<file path="src/rtl/rgb_pl9823_pkg.sv">
// Shared types and default timing for the PL9823 / WS281x chain driver.
// Optional brightness scaling is enabled with `define RGB_PL9823_BRIGHTNESS_EN.
package rgb_pl9823_pkg;

  typedef enum logic [1:0] {
    IDLE     = 2'd0,
    WAIT_PIX = 2'd1,
    SEND     = 2'd2,
    GAP      = 2'd3
  } state_t;

  // Default bit timing for a 50 MHz clock.
  localparam int unsigned DEF_T_BIT   = 86;
  localparam int unsigned DEF_T0H     = 18;
  localparam int unsigned DEF_T1H     = 68;
  localparam int unsigned DEF_T_RESET = 3000;

  localparam int unsigned PIX_W = 24;

  typedef struct packed {
    logic [7:0] rot;
    logic [7:0] gruen;
    logic [7:0] blau;
  } pixel_t;

  // c * (b + 1) / 256 with a 16-bit product; b = 255 is identity.
  function automatic logic [7:0] scale_comp(input logic [7:0] c, input logic [7:0] b);
    logic [15:0] prod;
    prod = 16'(c) * (16'(b) + 16'd1);
    return prod[15:8];
  endfunction

endpackage

</file>
<file path="src/rtl/rgb_pl9823_chain_if.sv">
// Pixel stream valid/ready interface between pixel source and chain driver.
interface rgb_pl9823_chain_if;
  import rgb_pl9823_pkg::*;

  pixel_t data;
  logic   valid;
  logic   ready;

  modport master (output data, output valid, input ready);
  modport slave  (input data, input valid, output ready);
endinterface

</file>
<file path="src/rtl/rgb_pl9823_bitcell.sv">
// One-wire bit cell generator: a start strobe begins a T_BIT-cycle cell whose
// high time depends on the bit value; last_c flags the final cycle of a cell.
module rgb_pl9823_bitcell
  import rgb_pl9823_pkg::*;
#(
  parameter int unsigned T_BIT = DEF_T_BIT,
  parameter int unsigned T0H   = DEF_T0H,
  parameter int unsigned T1H   = DEF_T1H
) (
  input  logic clk,
  input  logic rst_n,
  input  logic start,
  input  logic bit_val,
  output logic out,
  output logic last_c
);

  localparam int unsigned CW = $clog2(T_BIT);

  logic [CW-1:0] ctr_q;
  logic [CW-1:0] high_q;
  logic          active_q;

  assign last_c = active_q && (ctr_q == CW'(T_BIT - 1));

  // Cell counter and registered line level; a new start may follow the last cycle directly.
  always_ff @(posedge clk or negedge rst_n) begin
    if (!rst_n) begin
      ctr_q    <= '0;
      high_q   <= '0;
      active_q <= 1'b0;
      out      <= 1'b0;
    end else if (start) begin
      ctr_q    <= '0;
      high_q   <= bit_val ? CW'(T1H) : CW'(T0H);
      active_q <= 1'b1;
      out      <= 1'b1;
    end else if (active_q) begin
      if (last_c) begin
        ctr_q    <= '0;
        active_q <= 1'b0;
        out      <= 1'b0;
      end else begin
        ctr_q <= ctr_q + CW'(1);
        out   <= ((ctr_q + CW'(1)) < high_q);
      end
    end
  end

endmodule

</file>
<file path="src/rtl/rgb_pl9823_chain.sv">
// Parametrised PL9823 / WS281x LED chain driver: accepts N_LEDS pixels per frame
// over a valid/ready stream, serialises them MSB first, then holds a latch gap.
// Define RGB_PL9823_BRIGHTNESS_EN to scale each component by (BRIGHT+1)/256.
module rgb_pl9823_chain
  import rgb_pl9823_pkg::*;
#(
  parameter int unsigned N_LEDS  = 3,
  parameter int unsigned T_BIT   = DEF_T_BIT,
  parameter int unsigned T0H     = DEF_T0H,
  parameter int unsigned T1H     = DEF_T1H,
  parameter int unsigned T_RESET = DEF_T_RESET
) (
  input  logic               clk,
  input  logic               rst_n,
  input  logic               start,
  input  logic [7:0]         bright,
  rgb_pl9823_chain_if.slave  pix,
  output logic               out,
  output logic               busy,
  output logic               frame_done,
  output logic               underrun
);

  localparam int unsigned PCW      = $clog2(N_LEDS + 1);
  localparam int unsigned GCW      = $clog2(T_RESET + 1);
  localparam int unsigned BCW      = $clog2(PIX_W);
  localparam int unsigned LAST_BIT = PIX_W - 1;

  state_t             state_q;
  pixel_t             hold_q;
  logic               hold_full_q;
  logic [PIX_W-1:0]   sh_q;
  logic [PIX_W-1:0]   xfer_px;
  logic [BCW-1:0]     bit_idx_q;
  logic [PCW-1:0]     req_q;
  logic [GCW-1:0]     gap_q;
  logic               ready_q;

  logic cell_last_c;
  logic cell_start_c;
  logic cell_bit_c;
  logic accept_c;
  logic boundary_c;
  logic drain_c;
  logic adv_c;
  logic under_c;
  logic end_c;

  assign pix.ready = ready_q;

`ifdef RGB_PL9823_BRIGHTNESS_EN
  // Brightness is applied as the pixel leaves the hold register.
  assign xfer_px = {scale_comp(hold_q.rot, bright),
                    scale_comp(hold_q.gruen, bright),
                    scale_comp(hold_q.blau, bright)};
`else
  logic unused_bright;
  assign xfer_px       = hold_q;
  assign unused_bright = ^bright;
`endif

  // Per-cycle decisions: stream transfer, pixel boundary outcome, next bit cell.
  always_comb begin
    accept_c     = pix.valid && ready_q;
    boundary_c   = (state_q == SEND) && cell_last_c && (bit_idx_q == BCW'(LAST_BIT));
    drain_c      = hold_full_q && ((state_q == WAIT_PIX) || boundary_c);
    adv_c        = (state_q == SEND) && cell_last_c && (bit_idx_q != BCW'(LAST_BIT));
    under_c      = boundary_c && !hold_full_q && (req_q != PCW'(N_LEDS));
    end_c        = boundary_c && !hold_full_q && (req_q == PCW'(N_LEDS));
    cell_start_c = drain_c || adv_c;
    cell_bit_c   = drain_c ? xfer_px[LAST_BIT] : sh_q[LAST_BIT-1];
  end

  rgb_pl9823_bitcell #(
    .T_BIT (T_BIT),
    .T0H   (T0H),
    .T1H   (T1H)
  ) u_cell (
    .clk     (clk),
    .rst_n   (rst_n),
    .start   (cell_start_c),
    .bit_val (cell_bit_c),
    .out     (out),
    .last_c  (cell_last_c)
  );

  // Frame FSM with hold/shift buffering, counters and registered status outputs.
  always_ff @(posedge clk or negedge rst_n) begin
    if (!rst_n) begin
      state_q     <= IDLE;
      hold_q      <= '0;
      hold_full_q <= 1'b0;
      sh_q        <= '0;
      bit_idx_q   <= '0;
      req_q       <= '0;
      gap_q       <= '0;
      ready_q     <= 1'b0;
      busy        <= 1'b0;
      frame_done  <= 1'b0;
      underrun    <= 1'b0;
    end else begin
      frame_done <= 1'b0;
      underrun   <= 1'b0;

      if (accept_c) begin
        hold_q      <= pix.data;
        hold_full_q <= 1'b1;
        req_q       <= req_q + PCW'(1);
        ready_q     <= 1'b0;
      end

      if (drain_c) begin
        sh_q        <= xfer_px;
        hold_full_q <= 1'b0;
        bit_idx_q   <= '0;
        ready_q     <= (req_q < PCW'(N_LEDS));
      end

      if (adv_c) begin
        sh_q      <= {sh_q[LAST_BIT-1:0], 1'b0};
        bit_idx_q <= bit_idx_q + BCW'(1);
      end

      case (state_q)
        IDLE: begin
          if (start) begin
            state_q     <= WAIT_PIX;
            busy        <= 1'b1;
            ready_q     <= 1'b1;
            req_q       <= '0;
            hold_full_q <= 1'b0;
            bit_idx_q   <= '0;
          end
        end
        WAIT_PIX: begin
          if (drain_c) begin
            state_q <= SEND;
          end
        end
        SEND: begin
          if (end_c || under_c) begin
            state_q <= GAP;
            gap_q   <= '0;
          end
          // An aborted frame requests nothing more; a pixel arriving this cycle is dropped.
          if (under_c) begin
            underrun    <= 1'b1;
            req_q       <= PCW'(N_LEDS);
            ready_q     <= 1'b0;
            hold_full_q <= 1'b0;
          end
        end
        GAP: begin
          if (gap_q == GCW'(T_RESET - 1)) begin
            state_q    <= IDLE;
            busy       <= 1'b0;
            frame_done <= 1'b1;
          end else begin
            gap_q <= gap_q + GCW'(1);
          end
        end
        default: state_q <= IDLE;
      endcase
    end
  end

endmodule

</file>
<file path="src/flat_wrapper.sv">
// flat-port wrapper written by rule: the top's interface ports become plain ports
module rgb_pl9823_chain_flat import rgb_pl9823_pkg::*;
#(
  parameter int unsigned N_LEDS  = 3,
  parameter int unsigned T_BIT   = DEF_T_BIT,
  parameter int unsigned T0H     = DEF_T0H,
  parameter int unsigned T1H     = DEF_T1H,
  parameter int unsigned T_RESET = DEF_T_RESET
)
  (clk, rst_n, start, bright, out, busy, frame_done, underrun, pix_data, pix_valid, pix_ready);
  rgb_pl9823_chain_if pix_i ();
  input  logic clk;
  input  logic rst_n;
  input  logic start;
  input  logic [7:0] bright;
  output logic out;
  output logic busy;
  output logic frame_done;
  output logic underrun;
  input wire logic [$bits(pix_i.data)-1:0] pix_data;
  input wire logic [$bits(pix_i.valid)-1:0] pix_valid;
  output wire logic [$bits(pix_i.ready)-1:0] pix_ready;
  assign pix_i.data = pix_data;
  assign pix_i.valid = pix_valid;
  assign pix_ready = pix_i.ready;
  rgb_pl9823_chain #(.N_LEDS(N_LEDS), .T_BIT(T_BIT), .T0H(T0H), .T1H(T1H), .T_RESET(T_RESET)) u_core (.clk(clk), .rst_n(rst_n), .start(start), .bright(bright), .pix(pix_i), .out(out), .busy(busy), .frame_done(frame_done), .underrun(underrun));
endmodule
</file>
<file path="config.mk">
export PLATFORM = sky130hd
export DESIGN_NAME = rgb_pl9823_chain_flat
export DESIGN_NICKNAME = d
export VERILOG_FILES = /design/src/rtl/rgb_pl9823_pkg.sv /design/src/rtl/rgb_pl9823_chain_if.sv /design/src/rtl/rgb_pl9823_bitcell.sv /design/src/rtl/rgb_pl9823_chain.sv /design/src/flat_wrapper.sv
export SDC_FILE = /design/constraint.sdc
export NUM_CORES = 1
export LEC_CHECK = 0
export CORE_MARGIN = 10
export CORE_UTILIZATION = 35
export CTS_CLUSTER_DIAMETER = 30
export DETAILED_ROUTE_END_ITERATION = 10
export HOLD_SLACK_MARGIN = 0.15
export PLACE_DENSITY = 0.54
export SETUP_SLACK_MARGIN = 0.4
export SKIP_CTS_REPAIR_TIMING = 1
export SYNTH_ARGS = -nofsm -noshare
export SYNTH_HDL_FRONTEND = slang
export SYNTH_SLANG_ARGS = --single-unit
export TNS_END_PERCENT = 50
</file>
<file path="constraint.sdc">
create_clock -name clk -period 2.32 [get_ports clk]
set_input_delay 0.58 -clock clk [delete_from_list [all_inputs] [get_ports clk]]
set_output_delay 0.58 -clock clk [all_outputs]
set_load 0.01 [all_outputs]
</file>
==> reports/metrics.json, run 1 <==
{
  "power": {
    "comb_power_share": 0.358,
    "p_sw_frac": 0.334,
    "switching_power_mw": 2.07,
    "cellInternalPower_mw": 4.13,
    "leakagePower_nw": 2.38,
    "share_clk_of_total_power": 0.253,
    "share_seq_of_total_power": 0.388,
    "p_per_area_mw_per_mm2": 1120,
    "vdd_drop_max_mv": 0.472
  },
  "synth": {
    "synth_area_leaders": "sky130_fd_sc_hd__dfrtp_1, sky130_fd_sc_hd__mux2_2, sky130_fd_sc_hd__mux2i_1, sky130_fd_sc_hd__o21ai_0, sky130_fd_sc_hd__nand2_1",
    "yosys.area.top_type": "sky130_fd_sc_hd__dfrtp_1",
    "synth-warning-count": 0,
    "ys_types": 47,
    "post_synth_instance_area_mm2": 0.00415,
    "synth.top_cell.area_share": 0.507,
    "yosysSeqAreaShare": 0.507,
    "synth.ff_latch_count": 84,
    "syn-mean-instance-area_um2": 10.5,
    "synth_cells": 396,
    "asyncSetResetFlopFracSynth": 1.00,
    "synth-edff-count": 0,
    "dominantRegCellSynth": "sky130_fd_sc_hd__dfrtp_1",
    "synth.net_count": 444
  },
  "route": {
    "drt.antenna.violating_nets": 0,
    "drc": 0,
    "num_vias": 3186,
    "drt-initial-drc-count": 200,
    "wire_per_inst_um": 15.5,
    "drt_wl_total_um": 9550,
    "post_drt_via_cell_ratio": 5.16,
    "total_iterations_of_the_first_detailed_routing_run": 4
  },
  "timing": {
    "finalClockSkew_ns": 0.00808,
    "timing.final.setup_violations": 0,
    "final-max-slew-violation-count": 0,
    "tightestPinTransition_ns": 0.550,
    "report.final.hold_viol_count": 0,
    "grt_setup_unrepaired": "true",
    "maxSlewHeadroom": 0.633,
    "period_needed_ns": 2.02,
    "fmax_mhz": 494,
    "setup_total_negative_slack_ns": 0,
    "ratio_of_final_minimum_period_to_clock_period": 0.872
  },
  "worst_setup_path": {
    "cp_top_family": "simple AND/OR/NAND/NOR gates",
    "r2r_cells": 6,
    "endpoint_kind": "register",
    "regToRegStartpoint": "u_core.gap_q[1]",
    "worstPathBufferInverterCount": 0,
    "critical-path-slowest-cell": "sky130_fd_sc_hd__or4_4",
    "maximum_net_fanout_on_the_critical_path": 5,
    "worst_path_required_time_ns": 2.54,
    "timing.critical_path.arrival_ns": 2.24,
    "cp-start-kind": "register",
    "regToRegSetupSlack_ns": 0.30,
    "timing.rr.end": "u_core.state_q[1]",
    "critical_setup_path_class": "register to register",
    "timing.critical_path.slowest_cell_delay_ns": 0.61,
    "crit_chain": "ha_4, nand4bb_1, or4_4, a21oi_4, nand3_2, mux2_2"
  },
  "cts": {
    "tritoncts": "done",
    "clk_pin_slew_worst_paths_ns": 0.06,
    "clock_latency_ns": 0.34,
    "cts-root-to-sink-buffers": 2,
    "tritoncts_num_sinks": 84,
    "tritoncts.num_buffers": 9,
    "ctsHtreeMaxLevel": 3,
    "clk_root_buffer_cell": "sky130_fd_sc_hd__clkbuf_16"
  },
  "worst_hold_path": {
    "timing.hold.worst.class": "input pin to asynchronous set/reset pin"
  },
  "global_routing": {
    "gr-usage-all-layers": 0.110,
    "grt_first_pass_wirelength_um": 14900,
    "grt_pass1_vias": 3076,
    "grt.met2_usage": 0.170,
    "busiest_grt_layer": "met2",
    "grt_overflow_total": 0,
    "groute.layer.met3.usage": 0.0386,
    "number_of_antenna_violations_at_the_first_check_in_global_routing": 0,
    "largest_net_degree_at_the_start_of_global_routing": 48,
    "met1_usage": 0.140
  },
  "place": {
    "place_congestion": 0.819,
    "place.port_buffers": 32,
    "detailed_place_hpwl_um": 6020
  },
  "final_layout": {
    "finalNetCount": 517,
    "area.growth.synth_to_final_pct": 33.2,
    "insertedDiodeCount": 0,
    "nFillCells": 1055,
    "share_of_cells_above_drive_strength_1": 0.270,
    "leading_cell_type_in_the_layout_fill_and_taps_excluded": "sky130_fd_sc_hd__dfrtp_1",
    "final_core_occ": 0.480,
    "layout.cells.most_common_list": "sky130_fd_sc_hd__dfrtp_1, sky130_fd_sc_hd__nand2_1, sky130_fd_sc_hd__buf_4"
  },
  "die": {
    "fp.coreArea_mm2": 0.0115,
    "floorplan.initialDensity": 0.360,
    "fp.dieH_um": 129,
    "io-pin-count": 41,
    "num_rows": 39,
    "floorplan.die.width_um": 129,
    "fp.dieArea_mm2": 0.0166
  },
  "run": {
    "timing.max_cap.violations": 0
  },
  "outcome": {
    "outcome": "completed"
  }
}
-- metrics by stage --
| stage | setup slack [ns] | hold slack (ns) | instance area, um^2 | total power [mW] | cells |
|---|---|---|---|---|---|
| 2_1_floorplan | 0.359 | 0.284 | 4170 | 3.64 | 396 |
| 3_3_place_gp | 0.174 | 0.461 | 4730 | 4.13 | 568 |
| 3_5_place_dp | 0.164 | 0.470 | 4730 | 4.20 | 568 |
| 4_1_cts | 0.144 | 0.176 | 5060 | 5.82 | 584 |
| 5_1_grt | 0.215 | 0.187 | 5530 | 6.66 | 617 |
| 6_report | 0.298 | 0.172 | 5530 | 6.20 | 617 |
-- layer usage --
metal / wire, um / vias to the layer above / share of wire
met5: 0 / - / 0
met4: 139 / 0 / 0.015
met3: 460 / 11 / 0.048
met2: 4600 / 60 / 0.48
met1: 4350 / 1560 / 0.46
li1: - / 1555 / -
-- flip-flops by register name, summed over array words and instances, names as in the netlist, 2 cells and up --
signal	cells
u_core.bit_idx_q	5
u_core.state_q	2
u_core.gap_q	12
u_core.req_q	2
u_core.hold_q	24
u_core.u_cell.high_q	2
u_core.sh_q	23
u_core.u_cell.ctr_q	7
-- how the worst max path moves through the flow --
stage | startpoint | to | slack [ns] | depth (start not counted)
after floorplan | u_core.gap_q[6] | u_core.gap_q[2] | 0.36 | 6
after global placement | u_core.gap_q[1] | u_core.state_q[1] | 0.17 | 6
after detailed placement | u_core.gap_q[1] | u_core.state_q[1] | 0.16 | 6
after CTS | u_core.gap_q[1] | u_core.state_q[1] | 0.14 | 6
after global routing | u_core.gap_q[1] | u_core.state_q[1] | 0.21 | 6
final | u_core.gap_q[1] | u_core.state_q[1] | 0.30 | 6
-- cells by family after synthesis --
family          count (synthesis)  synth area share
buf+inv                        25            0.0244
compound gates                 65            0.0950
xor+xnor                       16            0.0338
simple gates                  142             0.171
mux                            52             0.133
fa+ha+maj                      12            0.0362
flops                          84             0.507
-- power by group through the flow --
stage                     registers, mW  logic (mW)  clock network (mW)
after floorplan                    2.30        1.34                   0
after global placement             2.39        1.74                   0
after detailed placement           2.41        1.80                   0
after CTS                          2.39        1.81                1.62
after global routing               2.48        2.49                1.68
final                              2.41        2.22                1.57
-- Yosys cell counts, drive strengths merged, types with 2 or more instances --
cell type   n
nor3        5
or4         3
nand2      48
nor4        6
or3         3
a31oi       2
xnor2       6
a21oi      11
dfrtp      84
inv         9
nand4b      2
nor2b       3
o211ai      3
mux2i      27
nand4bb     2
o21ai      37
and3        4
nor2       30
or2         2
nand4       7
nand2b      6
xor2       10
a21boi      2
nand3      13
clkbuf     11
a22oi       2
ha         12
mux2       25
buf         5
and2        3
-- layout make-up --
type	instances	area, um^2	share of cell area
timing repair buffer	78	754	0.137
tap	143	179	0.0324
clock inverter	6	95.1	0.0172
inverter	9	33.8	0.00611
multi-input combinational	287	2120	0.383
clock buffer	10	239	0.0432
sequential	84	2110	0.381
No activity file was read; power rests on OpenSTA's default activity.
==> run 2: changes to the inputs <==
Settings changed: CAP_MARGIN from default to 20, PLACE_DENSITY 0.54 to 0.52, SKIP_CTS_REPAIR_TIMING 1 to default.
Clock period 2.32 ns to 2.19 ns, I/O delays scaled along.
==> reports/metrics.json, run 2 (synthesis results as in run 1) <==
{
  "final_layout": {
    "finalNetCount": {"value": 523, "change": "+1.2%"},
    "largest_register_ffs": {"value": 24, "change": "unchanged"},
    "finalNonFillerCells": {"value": 622, "change": "+0.81%"},
    "reg_top3": "u_core.hold_q: 24 flops, u_core.sh_q: 23 flops, u_core.gap_q: 12 flops",
    "area.growth.synth_to_final_pct": 38.3,
    "insertedDiodeCount": {"value": 0, "change": "unchanged"},
    "stdcell_area": {"value": 0.00573, "unit": "mm^2", "change": "+3.8%"},
    "final_core_occ": {"value": 0.498, "change": "+0.0180"},
    "layout.cells.most_common_list": "sky130_fd_sc_hd__dfrtp_1, sky130_fd_sc_hd__nand2_1, sky130_fd_sc_hd__buf_4",
    "regMostFlops": "u_core.hold_q",
    "share_of_cells_above_drive_strength_1": {"value": 0.273, "change": "+0.00344"},
    "leading_cell_type_in_the_layout_fill_and_taps_excluded": "sky130_fd_sc_hd__dfrtp_1"
  },
  "route": {
    "drt-initial-drc-count": {"value": 140, "change": "-30%"},
    "wire_per_inst": {"value": 15.2, "unit": "um", "change": "-2.0%"},
    "drc": {"value": 0, "change": "unchanged"},
    "drt.antenna.violating_nets": {"value": 0, "change": "unchanged"},
    "num_vias": {"value": 3190, "change": "+0.13%"},
    "total_iterations_of_the_first_detailed_routing_run": {"value": 4, "change": "unchanged"},
    "drt_wl_total": {"value": 9430, "unit": "um", "change": "-1.2%"},
    "post_drt_via_cell_ratio": {"value": 5.13, "change": "-0.68%"}
  },
  "run": {
    "timing.max_cap.violations": {"value": 0, "change": "unchanged"}
  },
  "place": {
    "place_congestion": {"value": 0.825, "change": "+0.74%"},
    "detailed_place_hpwl": {"value": 5900, "unit": "um", "change": "-2.1%"},
    "placement.cell_area": {"value": 0.00481, "unit": "mm^2", "change": "+1.8%"},
    "placedCellCount": {"value": 575, "change": "+1.2%"},
    "dp_worst_setup_slack": {"value": 0.145, "unit": "ns", "change": "-0.0190 ns"},
    "place.port_buffers": {"value": 32, "change": "unchanged"}
  },
  "worst_setup_path": {
    "maximum_net_fanout_on_the_critical_path": {"value": 6, "change": "+1"},
    "timing.critical_path.arrival": {"value": 2.17, "unit": "ns", "change": "-0.07 ns"},
    "worst_path_required_time": {"value": 2.43, "unit": "ns", "change": "-0.11 ns"},
    "endpoint_kind": "register",
    "critical_setup_path_class": "register to register",
    "cp-start-kind": "register"
  },
  "global_routing": {
    "largest_net_degree_at_the_start_of_global_routing": {"value": 85, "change": "+77%"},
    "grt_first_pass_wirelength": {"value": 16200, "unit": "um", "change": "+8.7%"},
    "grt_pass1_vias": {"value": 3324, "change": "+8.1%"},
    "gr-usage-all-layers": {"value": 0.121, "change": "+0.0112"},
    "grt_overflow_total": {"value": 0, "change": "unchanged"},
    "number_of_antenna_violations_at_the_first_check_in_global_routing": {"value": 0, "change": "unchanged"}
  },
  "timing": {
    "setup_total_negative_slack": {"value": 0, "unit": "ns", "change": "unchanged"},
    "tightestPinTransition": {"value": 0.615, "unit": "ns", "change": "+0.0644 ns"},
    "finalClockSkew": {"value": 0.00930, "unit": "ns", "change": "+0.00122 ns"},
    "timing.final.setup_violations": {"value": 0, "change": "unchanged"},
    "report.final.hold_viol_count": {"value": 0, "change": "unchanged"},
    "grt_setup_unrepaired": "true",
    "final-max-slew-violation-count": {"value": 0, "change": "unchanged"},
    "ratio_of_final_minimum_period_to_clock_period": {"value": 0.881, "change": "+0.00884"},
    "maxSlewHeadroom": {"value": 0.590, "change": "-0.0429"},
    "fmax": {"value": 519, "unit": "MHz", "change": "+4.9%"},
    "period_needed": {"value": 1.93, "unit": "ns", "change": "-0.0940 ns"},
    "post-route-worst-setup-slack": {"value": 0.262, "unit": "ns", "change": "-0.0360 ns"}
  },
  "cts": {
    "tritoncts_num_sinks": {"value": 84, "change": "unchanged"},
    "clk_pin_slew_worst_paths": {"value": 0.06, "unit": "ns", "change": "about the same"},
    "clk_root_buffer_cell": "sky130_fd_sc_hd__clkbuf_16",
    "ctsHtreeMaxLevel": {"value": 3, "change": "unchanged"},
    "tritoncts": "done",
    "clock_latency": {"value": 0.35, "unit": "ns", "change": "about the same"},
    "cts-root-to-sink-buffers": {"value": 2, "change": "unchanged"},
    "tritoncts.num_buffers": {"value": 9, "change": "unchanged"}
  },
  "power": {
    "leakagePower": {"value": 2.48, "unit": "nW", "change": "+4.1%"},
    "p_per_area": {"value": 1190, "unit": "mW/mm^2", "change": "+5.7%"},
    "vdd_drop_max": {"value": 0.583, "unit": "mV", "change": "+24%"}
  },
  "die": {
    "floorplan.die.width": {"value": 129, "unit": "um", "change": "unchanged"},
    "fp.dieH": {"value": 129, "unit": "um", "change": "unchanged"},
    "fp.coreArea": {"value": 0.0115, "unit": "mm^2", "change": "unchanged"},
    "floorplan.initialDensity": {"value": 0.360, "change": "unchanged"},
    "num_rows": {"value": 39, "change": "unchanged"},
    "io-pin-count": {"value": 41, "change": "unchanged"},
    "fp.dieArea": {"value": 0.0166, "unit": "mm^2", "change": "unchanged"}
  },
  "outcome": {
    "outcome": "completed"
  },
  "worst_hold_path": {
    "timing.hold.worst.class": "input pin to asynchronous set/reset pin"
  }
}
run 2: path summary, 6_finish.rpt:
check	startpoint	to	slack, ns	depth (start not counted)
max reg2reg	u_core.u_cell.ctr_q[0]	u_core.gap_q[6]	0.26	7
max in group asynchronous	rst_n	u_core.gap_q[11]	1.59	2
max	u_core.u_cell.ctr_q[0]	u_core.gap_q[6]	0.26	7
min in group clk	u_core.hold_q[23]	u_core.u_cell.high_q[4]	0.48	1
min	rst_n	u_core.hold_q[20]	0.22	2
min reg2reg	u_core.hold_q[23]	u_core.u_cell.high_q[4]	0.48	1
run 2: layout make-up:
| class | count | area [um^2] |
|---|---|---|
| clock buffer | 10 | 229 |
| clock inverter | 5 | 125 |
| fill | 1060 | 5780 |
| inverter | 9 | 33.8 |
| multi-input combinational | 287 | 2170 |
| sequential | 84 | 2100 |
| tap | 143 | 179 |
| timing repair buffer | 84 | 893 |
run 2: stage by stage:
step	total power, mW	hold slack (ns)
global route	7.33	0.253
detailed placement	4.55	0.473
finish	6.80	0.223
global placement	4.48	0.464
floorplan	3.90	0.252
CTS	6.78	0.253
run 2: power by group:
group / internal [mW] / total (mW) / switching, mW
sequential: 2.13 / 2.51 / 0.382
combinational: 1.26 / 2.46 / 1.20
clock: 1.22 / 1.83 / 0.612
run 2: worst max-delay path, cell delays in order (launching register included):
cell,delay (ns)
sky130_fd_sc_hd__dfrtp_1,0.39
sky130_fd_sc_hd__buf_6,0.12
sky130_fd_sc_hd__ha_4,0.14
sky130_fd_sc_hd__nand2_4,0.08
sky130_fd_sc_hd__o41a_1,0.54
sky130_fd_sc_hd__or3_1,0.36
sky130_fd_sc_hd__xor2_1,0.14
sky130_fd_sc_hd__nor2_1,0.05
run 2: timing repair:
action,4_1_cts,5_1_grt
pin swaps,19,9
setup endpoints to repair,56,58
gates resized for setup,56,19
setup buffers,24,4
hold buffers,0,0
cloned,4,0
run 2: routing by layer:
layer  up-vias  GRT usage  routed length [um]
li1       1570          -                   -
met1      1565      0.154                4440
met2        40      0.187                4480
met3        15     0.0337                 306
met4         0     0.0602                 204
met5         -          0                   0
